===== src/rtl/multicycle_controller.sv =====
// Moore control FSM for the multicycle RV32 datapath: decodes op/funct, sequences the
// shared ALU/memory datapath and resolves branches from the ALU Zero flag.
module multicycle_controller #(
    parameter bit TRAP_ON_ILLEGAL = 1'b1
) (
    input  logic       clk,
    input  logic       reset,
    input  logic [6:0] op,
    input  logic [2:0] funct3,
    input  logic       funct7b5,
    input  logic       Zero,
    output logic       PCWrite,
    output logic       AdrSrc,
    output logic       MemWrite,
    output logic       IRWrite,
    output logic [1:0] ResultSrc,
    output logic [1:0] ALUSrcA,
    output logic [1:0] ALUSrcB,
    output logic [1:0] ImmSrc,
    output logic       RegWrite,
    output logic [4:0] ALUControl,
    output logic       illegal_instr,
    output logic [3:0] state_dbg
);

    typedef enum logic [3:0] {
        FETCH    = 4'd0,
        DECODE   = 4'd1,
        MEMADR   = 4'd2,
        MEMREAD  = 4'd3,
        MEMWB    = 4'd4,
        MEMWRITE = 4'd5,
        EXECUTER = 4'd6,
        EXECUTEI = 4'd7,
        ALUWB    = 4'd8,
        BRANCH   = 4'd9,
        JAL      = 4'd10,
        TRAP     = 4'd11
    } state_t;

    localparam logic [6:0] OP_LW  = 7'b0000011;
    localparam logic [6:0] OP_SW  = 7'b0100011;
    localparam logic [6:0] OP_R   = 7'b0110011;
    localparam logic [6:0] OP_I   = 7'b0010011;
    localparam logic [6:0] OP_BR  = 7'b1100011;
    localparam logic [6:0] OP_JAL = 7'b1101111;

    localparam logic [4:0] ALU_ADD = 5'b00010;
    localparam logic [4:0] ALU_SUB = 5'b01010;
    localparam logic [4:0] ALU_AND = 5'b00011;
    localparam logic [4:0] ALU_OR  = 5'b00111;
    localparam logic [4:0] ALU_SLT = 5'b00001;
    localparam logic [4:0] ALU_SLL = 5'b00000;
    localparam logic [4:0] ALU_SRL = 5'b10000;

    state_t state, next_state;
    logic   mem_store;

    logic is_lw, is_sw, is_r, is_i, is_br, is_jal;
    logic funct_ok, branch_ok, branch_taken, legal;
    logic [4:0] funct_alu, branch_alu;

    assign is_lw  = (op == OP_LW);
    assign is_sw  = (op == OP_SW);
    assign is_r   = (op == OP_R);
    assign is_i   = (op == OP_I);
    assign is_br  = (op == OP_BR);
    assign is_jal = (op == OP_JAL);

    // Shifts need funct7b5=0; arithmetic-right shifts are not supported.
    always_comb begin
        funct_alu = ALU_ADD;
        funct_ok  = 1'b1;
        case (funct3)
            3'b000: funct_alu = (is_r && funct7b5) ? ALU_SUB : ALU_ADD;
            3'b001: begin funct_alu = ALU_SLL; funct_ok = !funct7b5; end
            3'b010: funct_alu = ALU_SLT;
            3'b101: begin funct_alu = ALU_SRL; funct_ok = !funct7b5; end
            3'b110: funct_alu = ALU_OR;
            3'b111: funct_alu = ALU_AND;
            default: funct_ok = 1'b0;
        endcase
    end

    assign branch_ok    = (funct3 == 3'b000) || (funct3 == 3'b001) ||
                          (funct3 == 3'b100) || (funct3 == 3'b101);
    assign branch_alu   = funct3[2] ? ALU_SLT : ALU_SUB;
    assign branch_taken = ((funct3 == 3'b000) || (funct3 == 3'b101)) ? Zero : !Zero;

    assign legal = ((is_lw || is_sw) && (funct3 == 3'b010)) ||
                   ((is_r || is_i) && funct_ok) ||
                   (is_br && branch_ok) ||
                   is_jal;

    always_ff @(posedge clk) begin
        if (reset) begin
            state     <= FETCH;
            mem_store <= 1'b0;
        end else begin
            state <= next_state;
            // Load/store choice is latched so MEMADR does not depend on op later on.
            if (state == DECODE) mem_store <= is_sw;
        end
    end

    assign state_dbg = state;

    always_comb begin
        if (is_sw)                       ImmSrc = 2'b01;
        else if (is_br)                  ImmSrc = 2'b10;
        else if (is_jal)                 ImmSrc = 2'b11;
        else                             ImmSrc = 2'b00;
    end

    always_comb begin
        next_state    = state;
        PCWrite       = 1'b0;
        AdrSrc        = 1'b0;
        MemWrite      = 1'b0;
        IRWrite       = 1'b0;
        ResultSrc     = 2'b00;
        ALUSrcA       = 2'b00;
        ALUSrcB       = 2'b00;
        RegWrite      = 1'b0;
        ALUControl    = 5'b00000;
        illegal_instr = 1'b0;
        case (state)
            FETCH: begin
                IRWrite    = 1'b1;
                ALUSrcB    = 2'b10;
                ALUControl = ALU_ADD;
                ResultSrc  = 2'b10;
                PCWrite    = 1'b1;
                next_state = DECODE;
            end
            DECODE: begin
                ALUSrcA       = 2'b01;
                ALUSrcB       = 2'b01;
                ALUControl    = ALU_ADD;
                illegal_instr = !legal;
                if (!legal)                next_state = TRAP_ON_ILLEGAL ? TRAP : FETCH;
                else if (is_lw || is_sw)   next_state = MEMADR;
                else if (is_r)             next_state = EXECUTER;
                else if (is_i)             next_state = EXECUTEI;
                else if (is_br)            next_state = BRANCH;
                else                       next_state = JAL;
            end
            MEMADR: begin
                ALUSrcA    = 2'b10;
                ALUSrcB    = 2'b01;
                ALUControl = ALU_ADD;
                next_state = mem_store ? MEMWRITE : MEMREAD;
            end
            MEMREAD: begin
                AdrSrc     = 1'b1;
                next_state = MEMWB;
            end
            MEMWB: begin
                ResultSrc  = 2'b01;
                RegWrite   = 1'b1;
                next_state = FETCH;
            end
            MEMWRITE: begin
                AdrSrc     = 1'b1;
                MemWrite   = 1'b1;
                next_state = FETCH;
            end
            EXECUTER: begin
                ALUSrcA    = 2'b10;
                ALUControl = funct_alu;
                next_state = ALUWB;
            end
            EXECUTEI: begin
                ALUSrcA    = 2'b10;
                ALUSrcB    = 2'b01;
                ALUControl = funct_alu;
                next_state = ALUWB;
            end
            ALUWB: begin
                RegWrite   = 1'b1;
                next_state = FETCH;
            end
            BRANCH: begin
                ALUSrcA    = 2'b10;
                ALUControl = branch_alu;
                PCWrite    = branch_taken;
                next_state = FETCH;
            end
            JAL: begin
                ALUSrcA    = 2'b01;
                ALUSrcB    = 2'b10;
                ALUControl = ALU_ADD;
                PCWrite    = 1'b1;
                next_state = ALUWB;
            end
            TRAP: begin
                illegal_instr = 1'b1;
                next_state    = TRAP;
            end
            default: next_state = FETCH;
        endcase
        // Write enables must be quiet while reset is held, whatever the state register says.
        if (reset) begin
            PCWrite       = 1'b0;
            IRWrite       = 1'b0;
            MemWrite      = 1'b0;
            RegWrite      = 1'b0;
            illegal_instr = 1'b0;
        end
    end

endmodule

===== config.mk =====
export PLATFORM = sky130hd
export DESIGN_NAME = multicycle_controller
export DESIGN_NICKNAME = d
export VERILOG_FILES = /design/src/rtl/multicycle_controller.sv
export SDC_FILE = /design/constraint.sdc
export NUM_CORES = 1
export LEC_CHECK = 0
export ABC_CLOCK_PERIOD_IN_PS = 1300
export CAP_MARGIN = 20
export CORE_MARGIN = 4
export CORE_UTILIZATION = 35
export CTS_CLUSTER_DIAMETER = 100
export DETAILED_ROUTE_END_ITERATION = 8
export HOLD_SLACK_MARGIN = 0.02
export PLACE_DENSITY_LB_ADDON = 0.05
export SLEW_MARGIN = 20
export SYNTH_ARGS = -nofsm -noshare
export SYNTH_HDL_FRONTEND = slang
export SYNTH_SLANG_ARGS = --single-unit

===== constraint.sdc =====
create_clock -name clk -period 1.3 [get_ports clk]
set_input_delay 0.13 -clock clk [delete_from_list [all_inputs] [get_ports clk]]
set_output_delay 0.13 -clock clk [all_outputs]
set_load 0.02 [all_outputs]

==> impl.org, run 1 <==
** Placement
- After legalization and detailed placement, the total HPWL measured 2260 um.
- IO Port Bufs :: 36
- Weighted congestion reported at the end of routability-driven placement :: 0.868

** Synthesis
- During synthesis, Yosys emitted a total of 0 warnings.
- The average instance in the mapped netlist occupies 6.91 um^2.
- Cell taking the most area after synthesis :: sky130_fd_sc_hd__dfxtp_1
- Number of enable-type register cells in the synthesized netlist :: 0
- Counting every net in the synthesized netlist gives 117.
- After synthesis the netlist holds a flip-flop and latch count of 5.
- Number of library cell types mapped by synthesis :: 45
- The share of synthesized area in the top cell type comes to 14.1%.
- Proportion of synthesized chip area in sequential cells :: 14.1%
- After technology mapping, the gate count stands at 103.
- After synthesis, the share of flip-flops with an asynchronous set or reset is 0%.
- Biggest area contributors in the synthesized netlist :: sky130_fd_sc_hd__dfxtp_1 14%, sky130_fd_sc_hd__nor2_1 6.3%, sky130_fd_sc_hd__nand2b_1 6.2%, sky130_fd_sc_hd__a21oi_1 4.9%, sky130_fd_sc_hd__nor3_1 4.2%
- The most used flip-flop cell after synthesis is sky130_fd_sc_hd__dfxtp_1.
- Synthesized area :: 712 um^2

** Clock network
- CTS built an H-tree with a depth of 1.
- Buffer type at the clock tree root :: sky130_fd_sc_hd__clkbuf_4
- No sink is reached through more buffers than the 2 on the longest clock path.
- The number of clock buffers added by TritonCTS is 3.
- Counting every sink on the clock net gives 5.
- Number of hold-repair buffers added at the cts stage :: 0

** Status
- The run stopped with a tool error.
- The flow stopped in global routing.
- The first error in the log reads "[ERROR DPL-0038] Utilization greater than 100%, impossible to legalize".

** Die
- From left edge to right edge, the die measures 53.1 um.
- Height of the die :: 53.1 um
- FP Rows :: 16
- Top Ports :: 37
- For this configuration, the core starts out at a cell density of 36.7%.

** GRT
- Largest net degree at the start of global routing :: 14

** STA
- Once global-route timing repair stopped, the endpoint with the least setup slack was illegal_instr.
- After the last repair the worst path ends at a top-level output.
## through the flow
step	utilization (%)	hold slack, ns	std cells	setup WS, ns	instance area, um^2
4_1_cts	96.5	0.342	216	-0.273	1870
2_1_floorplan	-	0.311	103	-0.0241	850
3_5_place_dp	78.5	0.472	202	-1.06	1520
3_3_place_gp	78.5	0.460	202	-1.00	1520
## kinds of logic after synthesis
group	count (synthesis)	share of synthesized area, %
XOR/XNOR	3	3.69
flip-flops	5	14.1
buffers and inverters	9	4.75
AND/OR/NAND/NOR	58	49.4
AO/OA/AOI/OAI	27	26.5
multiplexers	1	1.58
## timing repair
action | 4_1_cts
setup endpoints to repair | 28
pin swaps | 23
gates resized for setup | 203
setup buffers | 10
## synth_stat cells (all sizes together) (2+ instances only)
cell / instances
clkbuf: 5
nand4: 2
a21oi: 7
or4b: 2
nand2: 6
nor4b: 3
nor3b: 2
a31oi: 3
a21o: 2
nand3b: 2
nand3: 2
o21ai: 4
dfxtp: 5
nor3: 6
nor2: 12
nand2b: 7
or2: 4
xor2: 2
inv: 2
buf: 2
==> run 2: changes to the inputs <==
==> config.mk (replaced) <==
export PLATFORM = sky130hd
export DESIGN_NAME = multicycle_controller
export DESIGN_NICKNAME = d
export VERILOG_FILES = /design/src/rtl/multicycle_controller.sv
export SDC_FILE = /design/constraint.sdc
export NUM_CORES = 1
export LEC_CHECK = 0
export ABC_CLOCK_PERIOD_IN_PS = 1700
export CAP_MARGIN = 20
export CORE_AREA = 4 4 65 67
export DETAILED_ROUTE_END_ITERATION = 8
export DIE_AREA = 0 0 69 71
export PLACE_DENSITY_LB_ADDON = 0.15
export SLEW_MARGIN = 20
export SYNTH_ARGS = -nofsm -noshare
export SYNTH_HDL_FRONTEND = slang
export SYNTH_SLANG_ARGS = --single-unit
==> constraint.sdc (replaced) <==
create_clock -name clk -period 1.7 [get_ports clk]
set_input_delay 0.17 -clock clk [delete_from_list [all_inputs] [get_ports clk]]
set_output_delay 0.17 -clock clk [all_outputs]
set_load 0.02 [all_outputs]
==> impl.org, run 2 <==
** Status
- Status: finished with violations (was aborted with a tool error).
- The final reports fail on setup timing.

** Setup path
- Arrival time at the worst endpoint :: 1.56 ns
- CP Data Required Time :: 1.53 ns
- Category of the critical setup timing path :: in2out
- Maximum fanout along the worst path :: 3
- Critical Path Source Type :: input port
- R2R depth :: 6
- The worst setup path is captured at a primary output.
- Crit Reg-Reg Endpoint :: state_dbg[2]
- The startpoint identified for the worst register-to-register timing path is state_dbg[2].
- Setup slack on the worst reg-to-reg path comes out at 0.08 ns.

** Synthesis
- Share of the synthesized area in the top cell type :: 14.1% (unchanged)
- The synthesized area per cell is 6.91 um^2 (unchanged).
- The most repeated cell in the gate-level netlist after synthesis is sky130_fd_sc_hd__nor2_1 (unchanged).
- Cell taking the most area after synthesis :: sky130_fd_sc_hd__dfxtp_1 (unchanged)
- The number of storage elements in the synthesis netlist came to 5 (unchanged).
- Synthesized area :: 712 um^2 (unchanged)
- Biggest area contributors in the synthesized netlist :: sky130_fd_sc_hd__dfxtp_1 14%, sky130_fd_sc_hd__nor2_1 6.3%, sky130_fd_sc_hd__nand2b_1 6.2%, sky130_fd_sc_hd__a21oi_1 4.9%, sky130_fd_sc_hd__nor3_1 4.2% (unchanged)
- Top cells by instance count after synthesis: 12 x sky130_fd_sc_hd__nor2_1, 7 x sky130_fd_sc_hd__a21oi_1, 7 x sky130_fd_sc_hd__nand2b_1 (unchanged).
- Syn Inst Count :: 103 (unchanged)
- Number of library cell types mapped by synthesis :: 45 (unchanged)
- The async set or reset register ratio after synthesis came to 0% (unchanged).
- Synth Warn # :: 0 (unchanged)
- Proportion of synthesized chip area in sequential cells :: 14.1% (unchanged)
- The post-synthesis net count came to 117 (unchanged).
- The predominant post-synthesis flop cell was sky130_fd_sc_hd__dfxtp_1 (unchanged).
- The number of enable-type register cells in the synthesized netlist is 0 (unchanged).

** Min path
- Worst Min Path Start :: op[6]
- Class of the most critical hold timing path :: in2reg
- Sink of the worst hold path :: mem_store
- The worst hold path was traced through 5 stages.

** STA
- The count of final hold-check violations was 0.
- Post-route setup slack :: -0.0347 ns
- Worst clock skew :: 0.00205 ns
- Counting I/O delays and the setup requirement, the final critical path takes 1.73 ns.
- Setup repair after global routing could not meet its margin everywhere.
- Setup violators final :: 1
- Summed over all failing endpoints, the final setup total negative slack is -0.0347 ns.
- Relative slew slack :: 80.9%
- The count of pins over their slew limit is 0.
- Peak Freq :: 0.576 GHz
- At the pin with the least slew margin, the transition time is 0.283 ns.
- Period utilization :: 102%

** Power
- IR analysis of the VDD net gives a maximum drop of 0.459 mV.
- Static Leakage :: 0.716 nW
- For this design the ratio of total power to cell area is 1320 mW/mm^2.
- The design draws 0.00200 W.

** Detailed routing
- The routed layout has 1,066 vias.
- After detailed routing, the number of remaining DRC violations is 0.
- After detailed routing, the average wire length per cell comes to 12.8 um.
- After detailed routing, the total wire length is 2880 um.
- For this block, the initial DRC count from the detailed router was 36.
- Dividing the detail-routed via count by the number of cells gives 4.72.
- First-pass DRT Iterations :: 4
- The count of nets left with antenna violations once routing finished came out at 0.

** Die
- The initial core utilization was 19.6% (was 36.7%).
- Die Width :: 69 um (was 53.1 um)
- The I/O pin count came to 37 (unchanged).
- The die covers 0.00490 mm^2.
- Core footprint :: 0.00363 mm^2
- FP Rows :: 22 (was 16)
- Height of the die :: 71 um (was 53.1 um)

** Placement
- The total of buffers placed on input and output ports was 36 (unchanged).
- Estimated wirelength of the detail-placed design :: 2320 um (was 2260 um)
- The total instance count after detailed placement is 220 (was 202).
- Weighted congestion reported at the end of routability-driven placement :: 0.773 (was 0.868)

** Cells and area
- Most common cell after layout, fill and taps aside :: sky130_fd_sc_hd__buf_4
- The finished layout holds 226 standard cells, fillers aside.
- At the end of the flow the core is filled with cells to 41.6%.
- The area growth from synthesis to layout is 112%.
- After the last flow step, the layout net total stands at 193.
- Fraction of final layout cells with drive strength greater than 1 :: 47.8%
- Leading cell types in the layout, fill and taps excluded :: 43 x sky130_fd_sc_hd__buf_4, 10 x sky130_fd_sc_hd__nor2_1, 8 x sky130_fd_sc_hd__clkdlybuf4s50_1
- The repair_antennas step left the layout with diodes totalling 0.
- After filler insertion, the fill cell instance count of the layout stands at 418.
- Flip-flop count of the largest register after layout :: 4

** Clock network
- Clock-pin slew was measured on the worst setup and hold paths at 0.04 ns.
- The root buffer cell is sky130_fd_sc_hd__clkbuf_8 (was sky130_fd_sc_hd__clkbuf_4).
- Clock sink total :: 5 (unchanged)
- The level count of the clock H-tree came to 1 (unchanged).
- The later pin in the worst-skew pair is clocked with a latency of 0.22 ns.
- TritonCTS buffer count :: 3 (unchanged)
- The maximum number of buffers from clock root to sink came to 2 (unchanged).
- TritonCTS clock tree :: built

** GRT
- Largest net degree at the start of global routing :: 12
- The number of antenna violations at the first check in global routing was 0.
- Global routing used 11.5% of the available tracks.
- Summed over all layers, the global routing overflow is 0.
- The via count of the first global-routing pass came to 1,125.
- Global-route wire length before repair :: 4820 um

** Run
- The tool flagged a number of max-cap violations equal to 0.
[run 2: cell counts after synthesis]
No cell type changed its count.
[run 2: worst max-delay path, cell delays in order]
cell                            delay, ns
sky130_fd_sc_hd__dlygate4sd2_1       0.24
sky130_fd_sc_hd__or4b_1              0.46
sky130_fd_sc_hd__a211o_1             0.32
sky130_fd_sc_hd__nand4_1             0.16
sky130_fd_sc_hd__a21oi_2             0.08
sky130_fd_sc_hd__buf_6               0.13
[run 2: timing repair]
item / 4_1_cts / 5_1_grt
buffers inserted: 0 / 2
gates resized for setup: 66 / 31
hold buffers: 0 / 0
pin swaps: 5 / 9
setup endpoints to repair: 22 / 20
[run 2: layout make-up]
cell class	count	area [um^2]	share of cell area, %
tap	48	60.1	3.97
multi-input combinational	89	644	42.6
timing repair buffer	78	648	42.8
sequential	5	108	7.11
clock buffer	4	45.0	2.98
inverter	2	7.51	0.496
[run 2: logic make-up after synthesis]
group	Yosys count	share of synthesized area, %
simple gates	58	49.4
buf+inv	9	4.75
mux	1	1.58
xor+xnor	3	3.69
compound gates	27	26.5
flops	5	14.1
[run 2: stage by stage]
stage	hold slack [ns]	setup slack [ns]	instance area [um^2]
CTS	0.470	-0.252	1460
floorplan	0.353	-0.0250	726
global placement	0.461	-0.675	1420
detailed placement	0.466	-0.710	1420
global route	0.452	-0.107	1510
finish	0.412	-0.0347	1510
[run 2: power breakdown]
group	internal [W]	total (W)	switching, W
clock	0.000161	0.000222	0.0000605
sequential	0.000168	0.000234	0.0000660
combinational	0.000763	0.00154	0.000780
total	0.00109	0.00200	0.000906
[run 2: worst max-delay path by stage]
stage,end,start,cells after the start
after floorplan,RegWrite,state_dbg[3],3
after global placement,illegal_instr,funct3[0],6
after detailed placement,illegal_instr,funct3[0],6
after CTS,illegal_instr,op[6],6
after global routing,illegal_instr,funct3[1],6
final,illegal_instr,funct3[1],6
[run 2: layer usage]
| metal | global-route usage (%) | part of all wire (%) |
|---|---|---|
| met5 | 0 | 0 |
| met2 | 20.0 | 48 |
| met4 | 4.56 | 0.76 |
| met1 | 14.1 | 47 |
| met3 | 1.85 | 4.6 |
Note: power is estimated with default switching activity, not from simulation.
==> run 3: changes to the inputs <==
--- a/config.mk
+++ b/config.mk
@@ -7,10 +7,11 @@
 export LEC_CHECK = 0
 export ABC_CLOCK_PERIOD_IN_PS = 1700
 export CAP_MARGIN = 20
-export CORE_AREA = 4 4 65 67
+export CORE_AREA = 2 2 63 65
 export DETAILED_ROUTE_END_ITERATION = 8
-export DIE_AREA = 0 0 69 71
+export DIE_AREA = 0 0 65 67
 export PLACE_DENSITY_LB_ADDON = 0.15
+export SKIP_LAST_GASP = 1
 export SLEW_MARGIN = 20
 export SYNTH_ARGS = -nofsm -noshare
 export SYNTH_HDL_FRONTEND = slang
==> impl.org, run 3 (synthesized netlist as in run 2, its figures left out) <==
** Status
- Status: finished with violations (unchanged).
- Violated checks: setup timing (unchanged).

** Placement
- Placement Cell Area :: 0.00142 mm^2 (unchanged)
- The total of buffers placed on input and output ports is 36 (unchanged).
- Weighted congestion reported at the end of routability-driven placement :: 0.885 (was 0.773)
- The post-place setup slack is -0.771 ns (was -0.710 ns).
- The detailed placement HPWL is 2080 um (was 2320 um).

** Setup path
- Critical Path Source Type :: input port (unchanged)
- The reg-to-reg endpoint is state_dbg[0] (was state_dbg[2]).
- Category of the critical setup timing path :: in2out (unchanged)
- The required arrival time at the worst endpoint was 1.53 ns (about the same).
- Kind of end point of the critical path :: primary output (unchanged)
- Maximum fanout along the worst path :: 2 (was 3)
- Arrival time at the worst endpoint :: 1.60 ns (was 1.56 ns)
- R2R depth :: 5 (was 6)
- The worst flop-to-flop path startpoint is state_dbg[3] (was state_dbg[2]).
- Setup slack on the worst flop-to-flop path :: 0.10 ns (was 0.08 ns)

** Detailed routing
- Number of nets with antenna violations after detailed routing :: 0 (unchanged)
- The total via count after detailed routing came to 1,051 (was 1,066).
- The number of DRC markers after the initial detailed-route iteration came to 5 (was 36).
- The total detailed-routing wirelength came to 2680 um (was 2880 um).
- Highest metal layer used by the detailed router :: met4 (unchanged)
- Detailed-route DRC error count :: 0 (unchanged)
- WL met1 :: 1210 um (was 1360 um)
- Detailed-route vias per instance :: 4.61 (was 4.72)
- The routed wire length per instance came to 11.7 um (was 12.8 um).
- Met3 routed wirelength :: 102 um (was 132 um)
- The total length of routed met2 wires was 1350 um (was 1370 um).
- First-pass DRT Iterations :: 4 (unchanged)

** Cells and area
- The number of flip-flops under the largest register name came to 4 (unchanged).
- The fraction of final layout cells with drive strength greater than 1 came to 52.2% (was 47.8%).
- The post-route cell area came to 0.00154 mm^2 (was 0.00151 mm^2).
- NumNets Final :: 195 (was 193)
- The fill cell instance count of the final layout is 386 (was 418).
- The area growth from synthesis to layout was 116% (was 112%).
- The commonest non-fill, non-tap cell in the layout is sky130_fd_sc_hd__buf_4 (unchanged).
- Antenna Diode Count :: 0 (unchanged)
- Leading cell types in the layout, fill and taps excluded: 45 x sky130_fd_sc_hd__buf_4, 9 x sky130_fd_sc_hd__nor2_1, 9 x sky130_fd_sc_hd__clkdlybuf4s50_1 (was 43 x sky130_fd_sc_hd__buf_4, 10 x sky130_fd_sc_hd__nor2_1, 8 x sky130_fd_sc_hd__clkdlybuf4s50_1).

** GRT
- Total overflow reported by the global router :: 0 (unchanged)
- The via count of the first global-routing pass was 970 (was 1,125).
- Largest net degree at the start of global routing :: 11 (was 12)
- Global-route wire length before repair :: 4280 um (was 4820 um)
- Number of antenna violations at the first check in global routing :: 0 (unchanged)
- The overall routing resource usage came to 12.2% (was 11.5%).

** Clock network
- The maximum number of buffers from clock root to sink is 2 (unchanged).
- Clock edge transition at the registers on the reported setup and hold paths :: 0.04 ns (about the same)
- The number of clock sinks seen by CTS came to 5 (unchanged).
- TritonCTS buffer count :: 3 (unchanged)
- Depth of the CTS H-tree :: 1 (unchanged)
- Worst-skew pair later-pin latency :: 0.22 ns (about the same)
- The CTS tree is built (unchanged).
- The root buffer cell is sky130_fd_sc_hd__clkbuf_8 (unchanged).

** STA
- The least setup slack across all paths after layout is -0.0713 ns (was -0.0347 ns).
- Final count of pins violating max slew :: 0 (unchanged)
- Hold violation count in the final report :: 0 (unchanged)
- Setup repair after global routing missed its margin: yes (unchanged).
- The maximum clock frequency was 0.565 GHz (was 0.576 GHz).
- Period utilization :: 104% (was 102%)
- The headroom to the max-slew limit is 76.5% (was 80.9%).
- The time the worst path needs with I/O delays and setup came to 1.77 ns (was 1.73 ns).
- The tightest hold margin was 0.385 ns (was 0.412 ns).
- Worst clock skew :: 0.000980 ns (was 0.00205 ns)
- Setup violators final :: 1 (unchanged)
- The measured slew at the worst slew-check pin came to 0.347 ns (was 0.283 ns).

** Power
- Comb power frac :: 79.6% (was 77.2%)
- The total power of the final layout is 0.00212 W (was 0.00200 W).
- The power share of the sequential group was 9.9% (was 11.7%).
- The design internal power came to 0.00119 W (was 0.00109 W).
- The leakage power was 0.703 nW (was 0.716 nW).
- Power dissipated by switching net loads :: 0.000938 W (was 0.000906 W)
- The largest vdd supply drop was 0.355 mV (was 0.459 mV).
- Clock Power Share :: 10.5% (was 11.1%)
- Switching Share :: 44.1% (was 45.3%)
- The total power per unit cell area is 1380 mW/mm^2 (was 1320 mW/mm^2).

** Die
- The I/O pin count came to 37 (unchanged).
- The die height came to 67 um (was 71 um).
- The initial core utilization came to 19.7% (was 19.6%).
- The core area is 0.00361 mm^2 (was 0.00363 mm^2).
- Die outline area :: 0.00436 mm^2 (was 0.00490 mm^2)
- The horizontal extent of the die is 65 um (was 69 um).
- The site row count is 22 (unchanged).

** Min path
- The end point of the worst hold path is mem_store (unchanged).
- The source of the worst hold timing path is op[4] (was op[6]).
- The type of the worst min-delay path is in2reg (unchanged).
- Number of cells on the worst hold path :: 4 (was 5)

** Run
- The max-capacitance violation count is 0 (unchanged).
## run 3: power groups by stage
stage          sequential, W  clock, W  combinational [W]
2_1_floorplan       0.000245         0           0.000766
3_3_place_gp        0.000202         0            0.00167
3_5_place_dp        0.000199         0            0.00167
4_1_cts             0.000202  0.000225            0.00162
5_1_grt             0.000222  0.000241            0.00183
6_report            0.000211  0.000223            0.00169
## run 3: layout make-up
type                            instances  area (um^2)  area share (%)
Clock buffer                            4         45.0            2.93
Inverter                                2         7.51           0.488
Multi-Input combinational cell         89          669            43.5
Sequential cell                         5          104            6.75
Tap cell                               48         60.1            3.90
Timing Repair Buffer                   80          653            42.4
## run 3: worst max path at each step
| stage | from | endpoint | slack (ns) | cells after the start |
|---|---|---|---|---|
| after floorplan | state_dbg[3] | RegWrite | -0.03 | 3 |
| after global placement | funct3[1] | illegal_instr | -0.74 | 6 |
| after detailed placement | funct3[1] | illegal_instr | -0.77 | 6 |
| after CTS | op[6] | illegal_instr | -0.21 | 6 |
| after global routing | state_dbg[3] | illegal_instr | -0.15 | 5 |
| final | funct3[2] | illegal_instr | -0.07 | 6 |
## run 3: repair_timing
| action | 4_1_cts | 5_1_grt |
|---|---|---|
| cloned | 0 | 0 |
| setup endpoints to repair | 23 | 19 |
| pin swaps | 3 | 8 |
| endpoints found under the hold margin | 0 | 0 |
| buffers inserted | 2 | 2 |
| hold buffers | 0 | 0 |
| resized for setup | 67 | 44 |
## run 3: routing by layer
metal | track usage (%) | up-vias
met3 | 2.53 | 2
met1 | 15.2 | 486
met2 | 22.0 | 24
li1 | - | 539
met5 | 0 | -
met4 | 1.60 | 0
## run 3: through the flow
step / utilization [%] / TNS (ns) / instances
finish: 42.7 / -0.0713 / 228
global route: 42.7 / -0.224 / 228
CTS: 41.2 / -0.729 / 226
detailed placement: 39.4 / -6.06 / 220
global placement: 39.4 / -5.90 / 220
floorplan: - / -0.0250 / 103
## run 3: critical path, cell delays in order
cell	delay [ns]
sky130_fd_sc_hd__dlygate4sd2_1	0.24
sky130_fd_sc_hd__or4b_1	0.51
sky130_fd_sc_hd__a211o_1	0.33
sky130_fd_sc_hd__nand4_1	0.14
sky130_fd_sc_hd__a21oi_2	0.08
sky130_fd_sc_hd__buf_6	0.13
==> run 4: changes to the inputs <==
--- a/config.mk
+++ b/config.mk
@@ -11,6 +11,7 @@
 export DETAILED_ROUTE_END_ITERATION = 8
 export DIE_AREA = 0 0 65 67
 export PLACE_DENSITY_LB_ADDON = 0.15
+export SKIP_CTS_REPAIR_TIMING = 1
 export SKIP_LAST_GASP = 1
 export SLEW_MARGIN = 20
 export SYNTH_ARGS = -nofsm -noshare
==> impl.org, run 4 (synthesized netlist as in run 2, its figures left out) <==
** Setup path
- The endpoint arrival time on the critical path is 1.67 ns (was 1.60 ns).
- The required arrival time at the worst endpoint came to 1.53 ns (about the same).
- The worst stage delay on the critical path is 0.41 ns (was 0.51 ns).
- Number of buffer and inverter instances along the worst setup path :: 2 (unchanged)
- Cells traversed along the worst timing path: clkdlybuf4s50_1, or3b_1, a311o_1, nand4_1, a21oi_2, clkbuf_2 (was dlygate4sd2_1, or4b_1, a211o_1, nand4_1, a21oi_2, buf_6).
- The number of cells traversed by the worst register-to-register path was 5 (unchanged).
- The total number of cells along the worst setup path came to 6 (unchanged).
- Maximum fanout along the worst path :: 2 (unchanged)
- Cell class contributing the biggest share of worst-path delay :: buffers and inverters (was simple AND/OR/NAND/NOR gates)
- The cell type of the slowest stage on the worst timing path was sky130_fd_sc_hd__clkdlybuf4s50_1 (was sky130_fd_sc_hd__or4b_1).
- The category of the worst setup path launch point is an input port (unchanged).
- The start-to-end type of the worst setup path is in2out (unchanged).
- Kind of end point of the critical path :: primary output (unchanged)

** Cells and area
- Fill cells :: 379 (was 386)
- The final design utilization was 43.9% (was 42.7%).
- The fraction of final layout cells with drive strength greater than 1 came to 50.0% (was 52.2%).
- The multi-input combinational cell area was 674 um^2 (was 669 um^2).
- The area growth from synthesis to layout is 122% (was 116%).
- Leading cell types in the layout, fill and taps excluded: 43 x sky130_fd_sc_hd__buf_4, 15 x sky130_fd_sc_hd__dlymetal6s2s_1, 9 x sky130_fd_sc_hd__clkdlybuf4s50_1 (was 45 x sky130_fd_sc_hd__buf_4, 9 x sky130_fd_sc_hd__nor2_1, 9 x sky130_fd_sc_hd__clkdlybuf4s50_1).
- NumNets Final :: 195 (unchanged)
- Flip-flop count of the largest register after layout :: 4 (unchanged)
- The commonest non-fill, non-tap cell in the layout is sky130_fd_sc_hd__buf_4 (unchanged).
- The area taken by flip-flops and latches came to 104 um^2 (unchanged).
- Antenna Diode Count :: 0 (unchanged)

** Detailed routing
- The count of TritonRoute iterations in the first routing pass came to 4 (unchanged).
- The number of DRC markers after the initial detailed-route iteration was 29 (was 5).
- Detailed-route vias per instance :: 4.66 (was 4.61)
- The post-detailed-route count of antenna-violating nets is 0 (unchanged).
- Post-Route WL :: 2730 um (was 2680 um)
- The residual DRC count was 0 (unchanged).
- Mean routed wirelength per cell :: 12.0 um (was 11.7 um)
- The total via count after detailed routing is 1,063 (was 1,051).

** Die
- Die outline area :: 0.00436 mm^2 (unchanged)
- The horizontal extent of the die came to 65 um (unchanged).
- Top Ports :: 37 (unchanged)
- Core footprint :: 0.00361 mm^2 (unchanged)
- The initial core utilization is 19.7% (unchanged).
- The site row count was 22 (unchanged).
- The die height is 67 um (unchanged).

** GRT
- The met2 layer usage reported by global route is 21.4% (was 22.0%).
- The overall routing resource usage came to 12.1% (was 12.2%).
- Grt met3 use :: 2.53% (unchanged)
- Routing layer with the top usage in global route :: met2 (unchanged)
- The largest net degree at the start of global routing is 11 (unchanged).
- The global-route wire length before repair came to 4220 um (was 4280 um).
- The via count of the first global-routing pass is 954 (was 970).
- The total grt overflow came to 0 (unchanged).
- Number of antenna violations at the first check in global routing :: 0 (unchanged)
- The global routing met1 resource utilization is 15.3% (was 15.2%).

** Power
- Static Leakage :: 0.833 nW (was 0.703 nW)
- The portion of total power attributed to the clock network is 10.6% (was 10.5%).
- The total power per unit cell area was 1330 mW/mm^2 (was 1380 mW/mm^2).
- The fraction of power spent switching nets is 44.1% (about the same).
- The largest vdd supply drop came to 0.349 mV (was 0.355 mV).
- The switching power total is 0.000931 W (was 0.000938 W).
- Comb power frac :: 79.3% (was 79.6%)
- The design internal power is 0.00118 W (was 0.00119 W).
- The power share of the sequential group is 10.1% (was 9.9%).

** STA
- The setup-violating endpoint count in the final report came to 1 (unchanged).
- The count of final hold-check violations is 0 (unchanged).
- The part of the cycle the worst path needs was 108% (was 104%).
- Worst hold slack after final layout :: 0.400 ns (was 0.385 ns)
- Setup repair after global routing missed its margin :: yes (unchanged)
- Tmin final :: 1.84 ns (was 1.77 ns)
- The count of pins over their slew limit was 0 (unchanged).
- The maximum clock frequency came to 0.543 GHz (was 0.565 GHz).
- Relative slew slack :: 76.0% (was 76.5%)
- The measured slew at the worst slew-check pin came to 0.355 ns (was 0.347 ns).
- The maximum clock skew at final layout came to 0.00157 ns (was 0.000980 ns).
- The least setup slack across all paths after layout is -0.142 ns (was -0.0713 ns).

** Clock network
- Clock sink total :: 5 (unchanged)
- The CTS tree is built (unchanged).
- Number of buffers on the longest clock path :: 2 (unchanged)
- Depth of the CTS H-tree :: 1 (unchanged)
- TritonCTS buffer count :: 3 (unchanged)
- The root buffer cell is sky130_fd_sc_hd__clkbuf_8 (unchanged).
- Worst-skew pair later-pin latency :: 0.22 ns (about the same)
- The register clock-pin slew on the reported worst setup and hold paths came to 0.04 ns (about the same).

** Min path
- The type of the worst min-delay path is in2reg (unchanged).
- The number of stages on the worst hold path is 5 (was 4).

** Placement
- IO Port Bufs :: 36 (unchanged)
- The placer's final routability congestion estimate is 0.885 (unchanged).
- Estimated wirelength of the detail-placed design :: 2080 um (unchanged)

** Status
- Violated checks: setup timing (unchanged).
- Status: finished with violations (unchanged).

** Run
- The max-capacitance violation count is 0 (unchanged).
-- run 4: worst reg2reg max path, cell delays in order, from the launching register on --
cell and delay, ns:
sky130_fd_sc_hd__dfxtp_2 0.38, sky130_fd_sc_hd__buf_4 0.17, sky130_fd_sc_hd__or4b_2 0.62, sky130_fd_sc_hd__nor2_1 0.11, sky130_fd_sc_hd__a21oi_1 0.07, sky130_fd_sc_hd__a31oi_1 0.17
-- run 4: routing by layer --
layer	wire length (um)	up-vias
met5	0	-
met4	14	0
met3	134	2
met2	1370	31
met1	1210	493
li1	-	537
-- run 4: metrics by stage --
step	instances	instance area [um^2]	setup slack [ns]	total power (W)	TNS (ns)
6_report	228	1580	-0.142	0.00211	-0.142
5_1_grt	228	1580	-0.203	0.00227	-0.212
4_1_cts	224	1470	-0.766	0.00210	-8.05
3_5_place_dp	220	1420	-0.771	0.00187	-6.06
3_3_place_gp	220	1420	-0.740	0.00188	-5.90
2_1_floorplan	103	726	-0.0250	0.00101	-0.0250
-- run 4: layout make-up --
class / count / area share, %
inverters: 2 / 0.475
well taps: 48 / 3.80
clock buffers: 4 / 2.85
flip-flops and latches: 5 / 6.57
multi-input cells: 89 / 42.6
repair buffers: 80 / 43.7
-- run 4: worst paths after layout --
| check | start | endpoint | slack [ns] |
|---|---|---|---|
| worst min-delay path | op[6] | mem_store | 0.40 |
| worst min register to register | mem_store | mem_store | 0.47 |
| worst max register to register | state_dbg[3] | state_dbg[0] | 0.10 |
| worst max-delay path | funct7b5 | illegal_instr | -0.14 |
-- run 4: power groups by stage --
stage | combinational, W | sequential (W) | clock, W
after CTS | 0.00168 | 0.000200 | 0.000225
after global routing | 0.00181 | 0.000223 | 0.000241
after floorplan | 0.000766 | 0.000245 | 0
final | 0.00167 | 0.000213 | 0.000224
after detailed placement | 0.00167 | 0.000199 | 0
after global placement | 0.00167 | 0.000202 | 0
